## src/rtl/ucsbece154_mem_arbiter_pkg.sv

```systemverilog
// Shared definitions for the I/D cache refill arbiter: FSM states, grant encodings
// and block-geometry helpers.
package ucsbece154_mem_arbiter_pkg;

    typedef enum logic [1:0] {
        IDLE    = 2'd0,
        BURST   = 2'd1,
        RELEASE = 2'd2
    } state_t;

    localparam logic [1:0] GNT_NONE = 2'b00;
    localparam logic [1:0] GNT_I    = 2'b01;
    localparam logic [1:0] GNT_D    = 2'b10;

    localparam int DEFAULT_BLOCK_WORDS = 4;

    // Word-index bits inside a block, and byte-offset bits of a block-aligned address.
    function automatic int block_offset(input int block_words);
        return $clog2(block_words);
    endfunction

    function automatic int addr_offset(input int block_words);
        return 2 + $clog2(block_words);
    endfunction

    localparam int BLOCK_OFFSET = block_offset(DEFAULT_BLOCK_WORDS);
    localparam int OFFSET       = addr_offset(DEFAULT_BLOCK_WORDS);

endpackage

```

## src/rtl/ucsbece154_mem_arbiter_if.sv

```systemverilog
// Bundle of the two cache refill ports, the SDRAM block-read port and arbiter status.
// The slave modport is the arbiter's view; master is the view of caches plus memory.
interface ucsbece154_mem_arbiter_if #(
    parameter int WORD_SIZE = 32
);
    logic                 IReqValid;
    logic [31:0]          IReqAddress;
    logic                 IRespValid;
    logic                 IRespLast;
    logic                 DReqValid;
    logic [31:0]          DReqAddress;
    logic                 DRespValid;
    logic                 DRespLast;
    logic [WORD_SIZE-1:0] RespData;
    logic [31:0]          MemReadAddress;
    logic                 MemReadRequest;
    logic [WORD_SIZE-1:0] MemDataIn;
    logic                 MemDataReady;
    logic [1:0]           Grant;
    logic                 Overrun;

    modport slave (
        input  IReqValid, IReqAddress, DReqValid, DReqAddress, MemDataIn, MemDataReady,
        output IRespValid, IRespLast, DRespValid, DRespLast, RespData,
               MemReadAddress, MemReadRequest, Grant, Overrun
    );

    modport master (
        output IReqValid, IReqAddress, DReqValid, DReqAddress, MemDataIn, MemDataReady,
        input  IRespValid, IRespLast, DRespValid, DRespLast, RespData,
               MemReadAddress, MemReadRequest, Grant, Overrun
    );

endinterface

```

## src/rtl/ucsbece154_rr_pick2.sv

```systemverilog
// Two-way round-robin chooser: a lone requester always wins, a tie goes to the
// side named by prefer_d.
module ucsbece154_rr_pick2
    import ucsbece154_mem_arbiter_pkg::*;
(
    input  logic       i_valid,
    input  logic       d_valid,
    input  logic       prefer_d,
    output logic [1:0] choice
);

    always_comb begin
        choice = GNT_NONE;
        if (i_valid && d_valid) begin
            choice = prefer_d ? GNT_D : GNT_I;
        end else if (i_valid) begin
            choice = GNT_I;
        end else if (d_valid) begin
            choice = GNT_D;
        end
    end

endmodule

```

## src/rtl/ucsbece154_mem_arbiter.sv

```systemverilog
// Shares the SDRAM block-read port between icache and dcache refills, one burst per
// grant, routing each returned word back to its owner as a registered pulse.
module ucsbece154_mem_arbiter
    import ucsbece154_mem_arbiter_pkg::*;
#(
    parameter int BLOCK_WORDS = DEFAULT_BLOCK_WORDS,
    parameter int WORD_SIZE   = 32
) (
    input  logic                    Clk,
    input  logic                    Reset,
    ucsbece154_mem_arbiter_if.slave bus
);

    localparam int               CNT_W       = block_offset(BLOCK_WORDS);
    localparam int               ADDR_OFFSET = addr_offset(BLOCK_WORDS);
    localparam logic [31:0]      ALIGN_MASK  = ~((32'd1 << ADDR_OFFSET) - 32'd1);
    localparam logic [CNT_W-1:0] LAST_WORD   = CNT_W'(BLOCK_WORDS - 1);

    state_t               state;
    logic [1:0]           grant;
    logic [1:0]           pick;
    logic [CNT_W-1:0]     word_cnt;
    logic                 prefer_d;
    logic                 mem_req;
    logic [31:0]          mem_addr;
    logic [31:0]          chosen_addr;
    logic [WORD_SIZE-1:0] resp_data;
    logic                 i_valid;
    logic                 i_last;
    logic                 d_valid;
    logic                 d_last;
    logic                 overrun;

    ucsbece154_rr_pick2 picker (
        .i_valid  (bus.IReqValid),
        .d_valid  (bus.DReqValid),
        .prefer_d (prefer_d),
        .choice   (pick)
    );

    assign chosen_addr = (pick == GNT_D) ? bus.DReqAddress : bus.IReqAddress;

    // RELEASE always costs one cycle so the controller sees MemReadRequest low between bursts.
    always_ff @(posedge Clk or posedge Reset) begin
        if (Reset) begin
            state     <= IDLE;
            grant     <= GNT_NONE;
            mem_req   <= 1'b0;
            mem_addr  <= '0;
            word_cnt  <= '0;
            prefer_d  <= 1'b0;
            resp_data <= '0;
            i_valid   <= 1'b0;
            i_last    <= 1'b0;
            d_valid   <= 1'b0;
            d_last    <= 1'b0;
            overrun   <= 1'b0;
        end else begin
            i_valid <= 1'b0;
            i_last  <= 1'b0;
            d_valid <= 1'b0;
            d_last  <= 1'b0;
            case (state)
                IDLE: begin
                    if (bus.MemDataReady) begin
                        overrun <= 1'b1;
                    end
                    if (pick != GNT_NONE) begin
                        mem_addr <= chosen_addr & ALIGN_MASK;
                        mem_req  <= 1'b1;
                        grant    <= pick;
                        word_cnt <= '0;
                        prefer_d <= (pick == GNT_I);
                        state    <= BURST;
                    end
                end
                BURST: begin
                    if (bus.MemDataReady) begin
                        resp_data <= bus.MemDataIn;
                        if (grant == GNT_D) begin
                            d_valid <= 1'b1;
                        end else begin
                            i_valid <= 1'b1;
                        end
                        if (word_cnt == LAST_WORD) begin
                            if (grant == GNT_D) begin
                                d_last <= 1'b1;
                            end else begin
                                i_last <= 1'b1;
                            end
                            mem_req  <= 1'b0;
                            word_cnt <= '0;
                            state    <= RELEASE;
                        end else begin
                            word_cnt <= word_cnt + CNT_W'(1);
                        end
                    end
                end
                RELEASE: begin
                    if (bus.MemDataReady) begin
                        overrun <= 1'b1;
                    end
                    grant <= GNT_NONE;
                    state <= IDLE;
                end
                default: begin
                    state <= IDLE;
                end
            endcase
        end
    end

    assign bus.IRespValid     = i_valid;
    assign bus.IRespLast      = i_last;
    assign bus.DRespValid     = d_valid;
    assign bus.DRespLast      = d_last;
    assign bus.RespData       = resp_data;
    assign bus.MemReadAddress = mem_addr;
    assign bus.MemReadRequest = mem_req;
    assign bus.Grant          = grant;
    assign bus.Overrun        = overrun;

endmodule

```

## src/flat_wrapper.sv

```systemverilog
// flat-port wrapper written by rule: the top's interface ports become plain ports
module ucsbece154_mem_arbiter_flat import ucsbece154_mem_arbiter_pkg::*;
#(
    parameter int BLOCK_WORDS = DEFAULT_BLOCK_WORDS,
    parameter int WORD_SIZE   = 32
)
  (Clk, Reset, bus_IReqValid, bus_IReqAddress, bus_DReqValid, bus_DReqAddress, bus_MemDataIn, bus_MemDataReady, bus_IRespValid, bus_IRespLast, bus_DRespValid, bus_DRespLast, bus_RespData, bus_MemReadAddress, bus_MemReadRequest, bus_Grant, bus_Overrun);
  ucsbece154_mem_arbiter_if #(.WORD_SIZE(WORD_SIZE)) bus_i ();
  input  logic Clk;
  input  logic Reset;
  input wire logic [$bits(bus_i.IReqValid)-1:0] bus_IReqValid;
  input wire logic [$bits(bus_i.IReqAddress)-1:0] bus_IReqAddress;
  input wire logic [$bits(bus_i.DReqValid)-1:0] bus_DReqValid;
  input wire logic [$bits(bus_i.DReqAddress)-1:0] bus_DReqAddress;
  input wire logic [$bits(bus_i.MemDataIn)-1:0] bus_MemDataIn;
  input wire logic [$bits(bus_i.MemDataReady)-1:0] bus_MemDataReady;
  output wire logic [$bits(bus_i.IRespValid)-1:0] bus_IRespValid;
  output wire logic [$bits(bus_i.IRespLast)-1:0] bus_IRespLast;
  output wire logic [$bits(bus_i.DRespValid)-1:0] bus_DRespValid;
  output wire logic [$bits(bus_i.DRespLast)-1:0] bus_DRespLast;
  output wire logic [$bits(bus_i.RespData)-1:0] bus_RespData;
  output wire logic [$bits(bus_i.MemReadAddress)-1:0] bus_MemReadAddress;
  output wire logic [$bits(bus_i.MemReadRequest)-1:0] bus_MemReadRequest;
  output wire logic [$bits(bus_i.Grant)-1:0] bus_Grant;
  output wire logic [$bits(bus_i.Overrun)-1:0] bus_Overrun;
  assign bus_i.IReqValid = bus_IReqValid;
  assign bus_i.IReqAddress = bus_IReqAddress;
  assign bus_i.DReqValid = bus_DReqValid;
  assign bus_i.DReqAddress = bus_DReqAddress;
  assign bus_i.MemDataIn = bus_MemDataIn;
  assign bus_i.MemDataReady = bus_MemDataReady;
  assign bus_IRespValid = bus_i.IRespValid;
  assign bus_IRespLast = bus_i.IRespLast;
  assign bus_DRespValid = bus_i.DRespValid;
  assign bus_DRespLast = bus_i.DRespLast;
  assign bus_RespData = bus_i.RespData;
  assign bus_MemReadAddress = bus_i.MemReadAddress;
  assign bus_MemReadRequest = bus_i.MemReadRequest;
  assign bus_Grant = bus_i.Grant;
  assign bus_Overrun = bus_i.Overrun;
  ucsbece154_mem_arbiter #(.BLOCK_WORDS(BLOCK_WORDS), .WORD_SIZE(WORD_SIZE)) u_core (.Clk(Clk), .Reset(Reset), .bus(bus_i));
endmodule
```

## config.mk

```make
export PLATFORM = sky130hd
export DESIGN_NAME = ucsbece154_mem_arbiter_flat
export DESIGN_NICKNAME = d
export VERILOG_FILES = /design/src/rtl/ucsbece154_mem_arbiter_pkg.sv /design/src/rtl/ucsbece154_mem_arbiter_if.sv /design/src/rtl/ucsbece154_rr_pick2.sv /design/src/rtl/ucsbece154_mem_arbiter.sv /design/src/flat_wrapper.sv
export SDC_FILE = /design/constraint.sdc
export NUM_CORES = 1
export LEC_CHECK = 0
export CAP_MARGIN = 20
export CORE_MARGIN = 2
export CORE_UTILIZATION = 30
export CTS_BUF_LIST = sky130_fd_sc_hd__clkbuf_4 sky130_fd_sc_hd__clkbuf_8
export CTS_CLUSTER_SIZE = 25
export DETAILED_ROUTE_END_ITERATION = 8
export PLACE_DENSITY = 0.71
export SKIP_LAST_GASP = 1
export SYNTH_ARGS = -nofsm -noshare
export SYNTH_HDL_FRONTEND = slang
export SYNTH_SLANG_ARGS = --single-unit
```

## constraint.sdc

```tcl
create_clock -name Clk -period 2.4 [get_ports Clk]
set_input_delay 0.6 -clock Clk [delete_from_list [all_inputs] [get_ports Clk]]
set_output_delay 0.6 -clock Clk [all_outputs]
set_load 0.02 [all_outputs]
```

==> Word-level counts from Yosys, hierarchy flattened <==
Cells that the tools add are included.
{ "op_classes": {"n_addsub": 1, "n_eq_ne": 9, "mux": 31, "reduce_logical": 13} }
{ "op_table": {"columns": ["operator", "count"], "rows": [
  ["$mux 32", 1],
  ["$mux 2", 11],
  ["$mux 1", 15],
  ["$pmux 2 s2", 3],
  ["$eq 2x2->1 const B", 4],
  ["$reduce_and 2->1", 4],
  ["$reduce_and 3->1", 2],
  ["$reduce_bool 2->1", 3],
  ["$eq 2x1->1 const B", 2],
  ["$ne 2x1->1 const B", 2],
  ["$reduce_and 4->1", 1],
  ["$add 2x1->2 const B", 1],
  ["$logic_not 2->1", 1],
  ["$ne 2x2->1 const B", 1],
  ["$pmux 1 s2", 1],
  ["$reduce_or 2->1", 1],
  ["$logic_and 1x1->1", 1]
]} }
{ "word_totals": {"register_bits": 73, "in_bits": 101, "output_inout_bits": 72, "word_cells": 66} }

==> Depth between registers and ports, before layout <==
Gate-level depths: netlist (run 1).
{ "depth": {"depth_word": 6, "ltp_mapped": 5, "depth_no_buf": 3} }

==> Cells and area by module <==
Synthesis (run 1) repeated with hierarchy kept, for this count alone.
{ "unflattened": {"hier_cells": 251, "area_unflattened_um2": 3270.6} }
{ "by_module_without_submodules": {"columns": ["module", "n_inst", "cells_per_inst", "area_each_um2", "seq_area_each_um2"], "rows": [
  ["ucsbece154_mem_arbiter", 1, 248, 3251.9, 1826.8],
  ["ucsbece154_rr_pick2", 1, 3, 18.8, 0.0]
]} }

==> Worst setup path after synthesis (run 1) <==
Ideal clock, no wire load.
{ "synth_path": {"path_kind": "in2reg", "start": "input port bus_IReqValid", "end": "register u_core.mem_req, in the netlist u_core.bus.MemReadRequest", "setup_ps": 119, "t_arrival_ps": 1382, "required_time_ps": 2281, "slack_ps": 900, "cell_stages": 5, "n_path_buf": 2, "path_cell_list": "or2_0 > clkbuf_1 > and2_1 > buf_2 > o21a_1"} }
{ "synth_via": {"elab_chain_len": 5, "elab_cells_between_ends": 6, "cone_classes": "eq/ne: 1; mux: 2; reduce/logical: 3"} }
{ "synth_rtl": {"columns": ["item", "line_no", "source"], "rows": [
  ["from (decl)", "flat_wrapper.sv:11", "input wire logic [$bits(bus_i.IReqValid)-1:0] bus_IReqValid;"],
  ["$mux 2 or $logic_and 1x1->1 (tied branches)", "ucsbece154_rr_pick2.sv:16, ucsbece154_rr_pick2.sv:14", null],
  ["$mux 2 (*)", "ucsbece154_rr_pick2.sv:14", "if (i_valid && d_valid) begin"],
  ["$reduce_bool 2->1 (*)", "ucsbece154_mem_arbiter.sv:68", "if (pick != GNT_NONE) begin"],
  ["$ne 2x1->1 (no line) (*)", null, null],
  ["$reduce_and 4->1 (no line) (*)", null, null],
  ["to (signal assigned)", "ucsbece154_mem_arbiter.sv:48", "mem_req <= 1'b0;"],
  ["to (signal assigned)", "ucsbece154_mem_arbiter.sv:70", "mem_req <= 1'b1;"],
  ["to (signal assigned)", "ucsbece154_mem_arbiter.sv:91", "mem_req <= 1'b0;"],
  ["to (decl)", "ucsbece154_mem_arbiter.sv:24", "logic mem_req;"]
]} }
Mark *: on every way between the ends. The rest lies on a longest branch, timed or not.
A chain may end at the register's enable or synchronous reset.

==> Final worst setup path (run 1) <==
{ "layout_path": {"start": "register u_core.grant[0], in the netlist u_core.bus.Grant[0]", "end": "output port bus_Grant[0]"} }
{ "layout_lines": {"columns": ["item", "line_no", "source"], "rows": [
  ["from (decl)", "ucsbece154_mem_arbiter.sv:20", "logic [1:0] grant;"],
  ["from (signal assigned)", "ucsbece154_mem_arbiter.sv:71", "grant <= pick;"],
  ["to (decl)", "flat_wrapper.sv:24", "output wire logic [$bits(bus_i.Grant)-1:0] bus_Grant;"]
]} }
No word-level cell between the ends.

==> reports/qor.yml, run 1 <==
status:
  run_status: "completed"
global_routing:
  grtUsageMet1_pct: 17.8
  grt_use_met3_pct: 5.59
  global_route_wire_length_before_repair_um: 14000
  use_met2_pct: 26.7
  grt_pass1_vias: 2871
  gr-usage-all-layers_pct: 15.8
  grt_max_degree: 33
  globalRoute.totalOverflow: 0
  top_usage_layer: "met2"
  grt_antenna_before_repair: 0
floorplanning:
  core_area_um2: 10300
  die_area_um2: 11500
  die_h_um: 107
  rows: 37
  floorplan.initialDensity_pct: 30.9
  chipWidth_um: 107
  io_pins: 173
drt:
  initialDrtViolationCount: 158
  routed_via_density: 4.84
  via_count: 2825
  first_pass_iters: 4
  routed_wl_um: 8990
  ant_nets: 0
  wl_per_cell_um: 15.4
  detail_route.drc_violations: 0
yosys:
  synthesized_area_per_cell_um2: 11.2
  cell_variety_after_synth: 28
  yosysSeqAreaShare_pct: 57.3
  yosysWarningCount: 0
  syn_inst: 285
  ys_ff_latch: 73
  synthesis.area_um2: 3190
clock_tree:
  cts_repair_resize_count: 0
  cts_setup_buffers: 0
  clockBufferDepth: 2
  tritoncts: "yes"
  clock_root_buffer: "sky130_fd_sc_hd__clkbuf_8"
  path_clk_slew_ns: 0.08
  max_h_tree_level: 3
  clkLatencyLatePin_ns: 0.34
  tritoncts.num_buffers: 9
  cts_hold_repair.buffers: 0
  cts.sink_count: 73
critical_path:
  crit_type: "flip-flop to output pin"
  crit_chain: "clkdlybuf4s50_1"
  timing.rr.end: "u_core.bus.MemReadAddress[8]$_DFFE_PP0P_"
  regToRegSetupSlack_ns: 0.78
  r2r_cells: 4
  worstPathBufferInverterCount: 1
  worst-endpoint-arrival_ns: 1.45
  worst_setup_path_end_kind: "output pin"
  critPathMaxFanout: 5
  crit_start: "u_core.bus.Grant[0]$_DFFE_PP0P_"
  worst_path_max_delay_cell: "sky130_fd_sc_hd__clkdlybuf4s50_1"
  reg2reg_from: "u_core.state[1]$_DFFE_PP0P_"
  worst_ep_required_time_ns: 1.80
  cp_startpoint_kind: "flip-flop"
  cpPeakStageDelay_ns: 0.66
  crit_family: "buffers and inverters"
layout:
  n_antenna_cell: 0
  seqCellArea_um2: 1830
  synthToLayoutAreaGrowth_pct: 62.7
  filler_cell_count: 930
  nNetsFinal: 545
  multi_input_area_um2: 1180
  post_route_cells_drive_above_1_share_pct: 14.5
sta:
  timing.final.max_slew_violations: 0
  setup_viol_count_final: 0
  slew_at_the_pin_closest_to_its_max_slew_limit_ns: 0.827
  grt_setup_unrepaired: "no"
  min_period_over_period_pct: 85.4
  fin_worst_hold_slack_ns: 0.473
  finalClockSkew_ns: 0.00713
  final-hold-violation-count: 0
  slew_headroom_pct: 44.8
  maxClockFrequency_mhz: 488
  fin_tns_setup_ns: 0
  post-route-min-period_ns: 2.05
pwr:
  worst_ir_drop_vdd_mv: 0.500
  total_leakage_power_nw: 2.09
  power-per-cell-area_nw_per_um2: 1210
hold_path:
  hp-start: "u_core.bus.Overrun$_DFFE_PP0P_"
  worstHoldPathCells: 1
  holdCritPathClass: "flip-flop to flip-flop"
  hold_end: "u_core.bus.Overrun$_DFFE_PP0P_"
placed_design:
  gp_congestion: 0.711
  io_buffers: 160
  hpwlAfterDp_um: 6680
job:
  max_cap_violations: 0
sequential cells by signal, summed over array words and instances (netlist names):
register,flops
u_core.state,2
u_core.bus.DRespValid,1
u_core.bus.IRespValid,1
u_core.bus.MemReadRequest,1
u_core.prefer_d,1
u_core.bus.IRespLast,1
u_core.bus.Grant,2
u_core.word_cnt,2
u_core.bus.RespData,32
u_core.bus.MemReadAddress,28
u_core.bus.Overrun,1
u_core.bus.DRespLast,1
worst max path at each step:
| stage | end | slack [ns] | depth (start not counted) |
|---|---|---|---|
| floorplan | u_core.bus.MemReadRequest$_DFFE_PP0P_ | 0.90 | 5 |
| global placement | u_core.bus.MemReadAddress[6]$_DFFE_PP0P_ | 0.1 | 5 |
| detailed placement | u_core.bus.MemReadAddress[8]$_DFFE_PP0P_ | 0.05 | 5 |
| CTS | bus_Grant[0] | 0.34 | 1 |
| global route | bus_Grant[0] | 0.30 | 1 |
| finish | bus_Grant[0] | 0.35 | 1 |
synthesized netlist by cell type:
cell | count | share of area [%]
sky130_fd_sc_hd__or2_0 | 1 | 0.20
sky130_fd_sc_hd__and2_1 | 1 | 0.20
sky130_fd_sc_hd__o21a_1 | 1 | 0.24
sky130_fd_sc_hd__buf_2 | 10 | 1.6
sky130_fd_sc_hd__buf_4 | 6 | 1.4
sky130_fd_sc_hd__a21o_1 | 2 | 0.47
sky130_fd_sc_hd__and3b_1 | 1 | 0.27
sky130_fd_sc_hd__dfrtp_1 | 73 | 57
sky130_fd_sc_hd__nor3_1 | 1 | 0.16
sky130_fd_sc_hd__nand3_1 | 28 | 4.4
sky130_fd_sc_hd__inv_1 | 4 | 0.47
sky130_fd_sc_hd__a2bb2oi_1 | 1 | 0.27
sky130_fd_sc_hd__ha_1 | 1 | 0.39
sky130_fd_sc_hd__mux2_4 | 3 | 1.4
sky130_fd_sc_hd__a31oi_1 | 29 | 5.7
sky130_fd_sc_hd__nor2_1 | 6 | 0.71
sky130_fd_sc_hd__a21boi_1 | 1 | 0.24
sky130_fd_sc_hd__nand2_1 | 5 | 0.59
sky130_fd_sc_hd__nand2b_1 | 2 | 0.39
sky130_fd_sc_hd__a21oi_1 | 30 | 4.7
sky130_fd_sc_hd__clkbuf_1 | 10 | 1.2
sky130_fd_sc_hd__buf_6 | 4 | 1.4
sky130_fd_sc_hd__o21ai_0 | 29 | 4.6
sky130_fd_sc_hd__mux2_2 | 29 | 10
sky130_fd_sc_hd__a32oi_1 | 1 | 0.27
sky130_fd_sc_hd__conb_1 | 1 | 0.12
sky130_fd_sc_hd__a22o_1 | 2 | 0.55
sky130_fd_sc_hd__nor2b_1 | 3 | 0.59
kinds of logic (layout without fill, tap and decap cells):
group / count (synthesis) / in the layout / synth area share, %
other: 1 / 4 / 0.118
AOI/OAI and AO/OA: 96 / 96 / 17.0
adders and majority gates: 1 / 1 / 0.392
DFF: 73 / 73 / 57.3
and+or+nand+nor: 48 / 48 / 7.50
buffers and inverters: 34 / 194 / 6.04
muxes: 32 / 32 / 11.7
where the power goes:
part           total (mW)  switching, mW  internal (mW)
clock                1.17          0.458          0.714
sequential           2.08          0.310           1.77
combinational        3.02           1.49           1.53
final cells by class:
class	instances	share of cell area (%)
clock buffers	11	2.68
well taps	136	3.28
repair buffers	174	33.6
inverters	4	0.362
multi-input cells	181	22.8
clock inverters	5	2.00
flip-flops and latches	73	35.2
placed cells by master (no fill, tap or decap), drive strengths merged, types with 5 or more instances in the layout:
cell           count
mux2              32
o21ai             29
clkbuf            11
dfrtp             73
nand3             28
buf               14
clkdlybuf4s50    160
a31oi             29
a21oi             30
nand2              5
nor2               6
through the flow:
step                total power, mW  util (%)  setup slack (ns)  std cells  instance area (um^2)
finish                         6.27      50.2             0.351        584                  5190
global placement               5.07      47.9            0.0950        568                  4940
floorplan                      3.68         -             0.900        288                  3200
CTS                            6.34      50.2             0.342        584                  5190
global route                   6.64      50.2             0.301        584                  5190
detailed placement             5.15      47.9            0.0487        568                  4940
worst register-to-register path: stages, from the launching register on:
cell,delay (ns)
sky130_fd_sc_hd__dfrtp_1,0.44
sky130_fd_sc_hd__nor2_2,0.15
sky130_fd_sc_hd__and2_1,0.43
sky130_fd_sc_hd__buf_4,0.32
sky130_fd_sc_hd__a31oi_1,0.14
per-layer routing:
layer	vias up	routed length (um)
li1	1337	-
met1	1325	3670
met2	150	4240
met3	13	916
met4	0	161
met5	-	0
Power figures use the tool's default switching activity.
==> run 2: changes to the inputs <==
--- a/config.mk
+++ b/config.mk
@@ -8,9 +8,9 @@
 export CAP_MARGIN = 20
 export CORE_MARGIN = 2
 export CORE_UTILIZATION = 30
-export CTS_BUF_LIST = sky130_fd_sc_hd__clkbuf_4 sky130_fd_sc_hd__clkbuf_8
 export CTS_CLUSTER_SIZE = 25
 export DETAILED_ROUTE_END_ITERATION = 8
+export GPL_TIMING_DRIVEN = 0
 export PLACE_DENSITY = 0.71
 export SKIP_LAST_GASP = 1
 export SYNTH_ARGS = -nofsm -noshare
==> reports/qor.yml, run 2 (synthesis results as in run 1) <==
status:
  run_status: "completed"
layout:
  n_antenna_cell: 0  # unchanged
  nNetsFinal: 562  # +3.1%
  synthToLayoutAreaGrowth_pct: 62.9
  post_route_cells_drive_above_1_share_pct: 15.1  # +0.54 points
  instances_no_fill: 601  # +2.9%
  largest_register_ffs: 32  # unchanged
  mostFrequentLayoutCell: "sky130_fd_sc_hd__clkdlybuf4s50_1"
  filler_cell_count: 936  # +0.65%
  layout_common_cells: "sky130_fd_sc_hd__clkdlybuf4s50_1, sky130_fd_sc_hd__dfrtp_1, sky130_fd_sc_hd__a21oi_1"
  postLayoutCellArea_um2: 5190  # +0.12%
floorplanning:
  core_area_um2: 10300  # unchanged
  die_h_um: 107  # unchanged
  rows: 37  # unchanged
  chipWidth_um: 107  # unchanged
  die_area_um2: 11500  # unchanged
  io_pins: 173  # unchanged
  floorplan.initialDensity_pct: 30.9  # unchanged
clock_tree:
  tritoncts.num_buffers: 9  # unchanged
  max_h_tree_level: 3  # unchanged
  path_clk_slew_ns: 0.08  # about the same
  clock_root_buffer: "sky130_fd_sc_hd__clkbuf_8"
  clockBufferDepth: 2  # unchanged
  tritoncts: "yes"
  cts_repair_resize_count: 0  # unchanged
  cts.sink_count: 73  # unchanged
  cts_setup_buffers: 0  # unchanged
  clkLatencyLatePin_ns: 0.34  # about the same
  cts_hold_repair.buffers: 0  # unchanged
critical_path:
  crit_family: "buffers and inverters"
  timing.rr.end: "u_core.bus.MemReadAddress[9]$_DFFE_PP0P_"
  reg2reg_from: "u_core.state[1]$_DFFE_PP0P_"
  worst_path_max_delay_cell: "sky130_fd_sc_hd__clkdlybuf4s50_1"
  critPathMaxFanout: 5  # unchanged
  crit_type: "flip-flop to output pin"
  cpPeakStageDelay_ns: 0.67  # about the same
  worstPathBufferInverterCount: 1  # unchanged
  worst_ep_required_time_ns: 1.80  # about the same
  regToRegSetupSlack_ns: 0.86  # +0.08 ns
  cp_startpoint_kind: "flip-flop"
  worst_setup_path_end_kind: "output pin"
  crit_chain: "clkdlybuf4s50_1"
  worst-endpoint-arrival_ns: 1.44  # about the same
  r2r_cells: 4  # unchanged
drt:
  detail_route.drc_violations: 0  # unchanged
  first_pass_iters: 4  # unchanged
  routed_wl_um: 9490  # +5.6%
  ant_nets: 0  # unchanged
  wl_per_cell_um: 15.8  # +2.6%
  via_count: 2942  # +4.1%
  initialDrtViolationCount: 91  # -42%
  routed_via_density: 4.90  # +1.2%
sta:
  post-route-min-period_ns: 2.04  # -0.00875 ns
  grt_setup_unrepaired: "no"
  setup_viol_count_final: 0  # unchanged
  timing.final.max_slew_violations: 0  # unchanged
  slew_at_the_pin_closest_to_its_max_slew_limit_ns: 0.818  # -0.00895 ns
  finalClockSkew_ns: 0.00584  # -0.00128 ns
  fin_ws_ns: 0.360  # +0.00876 ns
  final-hold-violation-count: 0  # unchanged
  min_period_over_period_pct: 85.0  # -0.36 points
  fin_tns_setup_ns: 0  # unchanged
  maxClockFrequency_mhz: 490  # +0.43%
  slew_headroom_pct: 45.4  # +0.54 points
hold_path:
  worstHoldPathCells: 1  # unchanged
  hp-start: "u_core.bus.Overrun$_DFFE_PP0P_"
  holdCritPathClass: "flip-flop to flip-flop"
  hold_end: "u_core.bus.Overrun$_DFFE_PP0P_"
pwr:
  power_switching_share_pct: 38.0  # +1.9 points
  worst_ir_drop_vdd_mv: 0.530  # +6.2%
  p_clk_share_pct: 16.1  # -2.6 points
  power_switching_mw: 2.32  # +3.0%
  share_comb_of_total_power_pct: 49.9  # +1.8 points
  power-per-cell-area_nw_per_um2: 1180  # -2.4%
  internal-power_mw: 3.80  # -5.2%
  pwr-share-seq_pct: 34.0  # +0.8 points
  total_leakage_power_nw: 2.10  # +0.67%
global_routing:
  grt_pass1_vias: 2922  # +1.8%
  gr-usage-all-layers_pct: 16.4  # +0.61 points
  grt_max_degree: 38  # +15%
  globalRoute.totalOverflow: 0  # unchanged
  global_route_wire_length_before_repair_um: 14600  # +4.8%
  grt_antenna_before_repair: 0  # unchanged
placed_design:
  dpl.cell_count: 585  # +3.0%
  gp_congestion: 0.732  # +2.9%
  detailed_place.area_um2: 4990  # +1.0%
  hpwlAfterDp_um: 7070  # +5.7%
  place_worst_setup_slack_ns: 0.260  # +0.212 ns
  io_buffers: 160  # unchanged
job:
  max_cap_violations: 0  # unchanged
## run 2: power groups by stage
stage / Sequential, mW / Clock [mW] / Combinational [mW]
2_1_floorplan: 2.69 / 0 / 0.996
3_3_place_gp: 2.07 / 0 / 3.04
3_5_place_dp: 2.10 / 0 / 3.08
4_1_cts: 2.08 / 1.02 / 3.09
5_1_grt: 2.15 / 1.08 / 3.26
6_report: 2.08 / 0.986 / 3.05
## run 2: worst max-delay path by stage
stage	from	end	slack (ns)	cells after the start
2_1_floorplan	bus_IReqValid	u_core.bus.MemReadRequest$_DFFE_PP0P_	0.90	5
3_3_place_gp	Reset	u_core.bus.MemReadAddress[7]$_DFFE_PP0P_	0.12	2
3_5_place_dp	bus_IReqValid	u_core.bus.MemReadAddress[7]$_DFFE_PP0P_	0.26	6
4_1_cts	u_core.bus.Grant[0]$_DFFE_PP0P_	bus_Grant[0]	0.35	1
5_1_grt	u_core.bus.Grant[0]$_DFFE_PP0P_	bus_Grant[0]	0.32	1
6_report	u_core.bus.Grant[0]$_DFFE_PP0P_	bus_Grant[0]	0.36	1
## run 2: final cells by class
| type | count | area, um^2 | share of cell area [%] |
|---|---|---|---|
| Clock inverter | 7 | 75.1 | 1.45 |
| Buffer | 30 | 178 | 3.42 |
| Multi-Input combinational cell | 181 | 1180 | 22.7 |
| Clock buffer | 9 | 124 | 2.38 |
| Sequential cell | 73 | 1830 | 35.2 |
| Tap cell | 136 | 170 | 3.28 |
| Timing Repair Buffer | 161 | 1620 | 31.2 |
| Inverter | 4 | 18.8 | 0.361 |
## run 2: metal layers
metal  track usage (%)  up-vias  wire length, um
li1                  -     1371                -
met1              20.3     1423             4150
met2              27.4      138             4410
met3              5.35       10              833
met4              4.55        0              100
met5                 0        -                0
## run 2: per-stage QoR
| step | util (%) | hold slack (ns) | total power [mW] |
|---|---|---|---|
| floorplan | - | 0.470 | 3.68 |
| global placement | 48.2 | 0.442 | 5.11 |
| detailed placement | 48.4 | 0.460 | 5.18 |
| CTS | 50.3 | 0.480 | 6.18 |
| global route | 50.3 | 0.494 | 6.49 |
| finish | 50.3 | 0.470 | 6.12 |
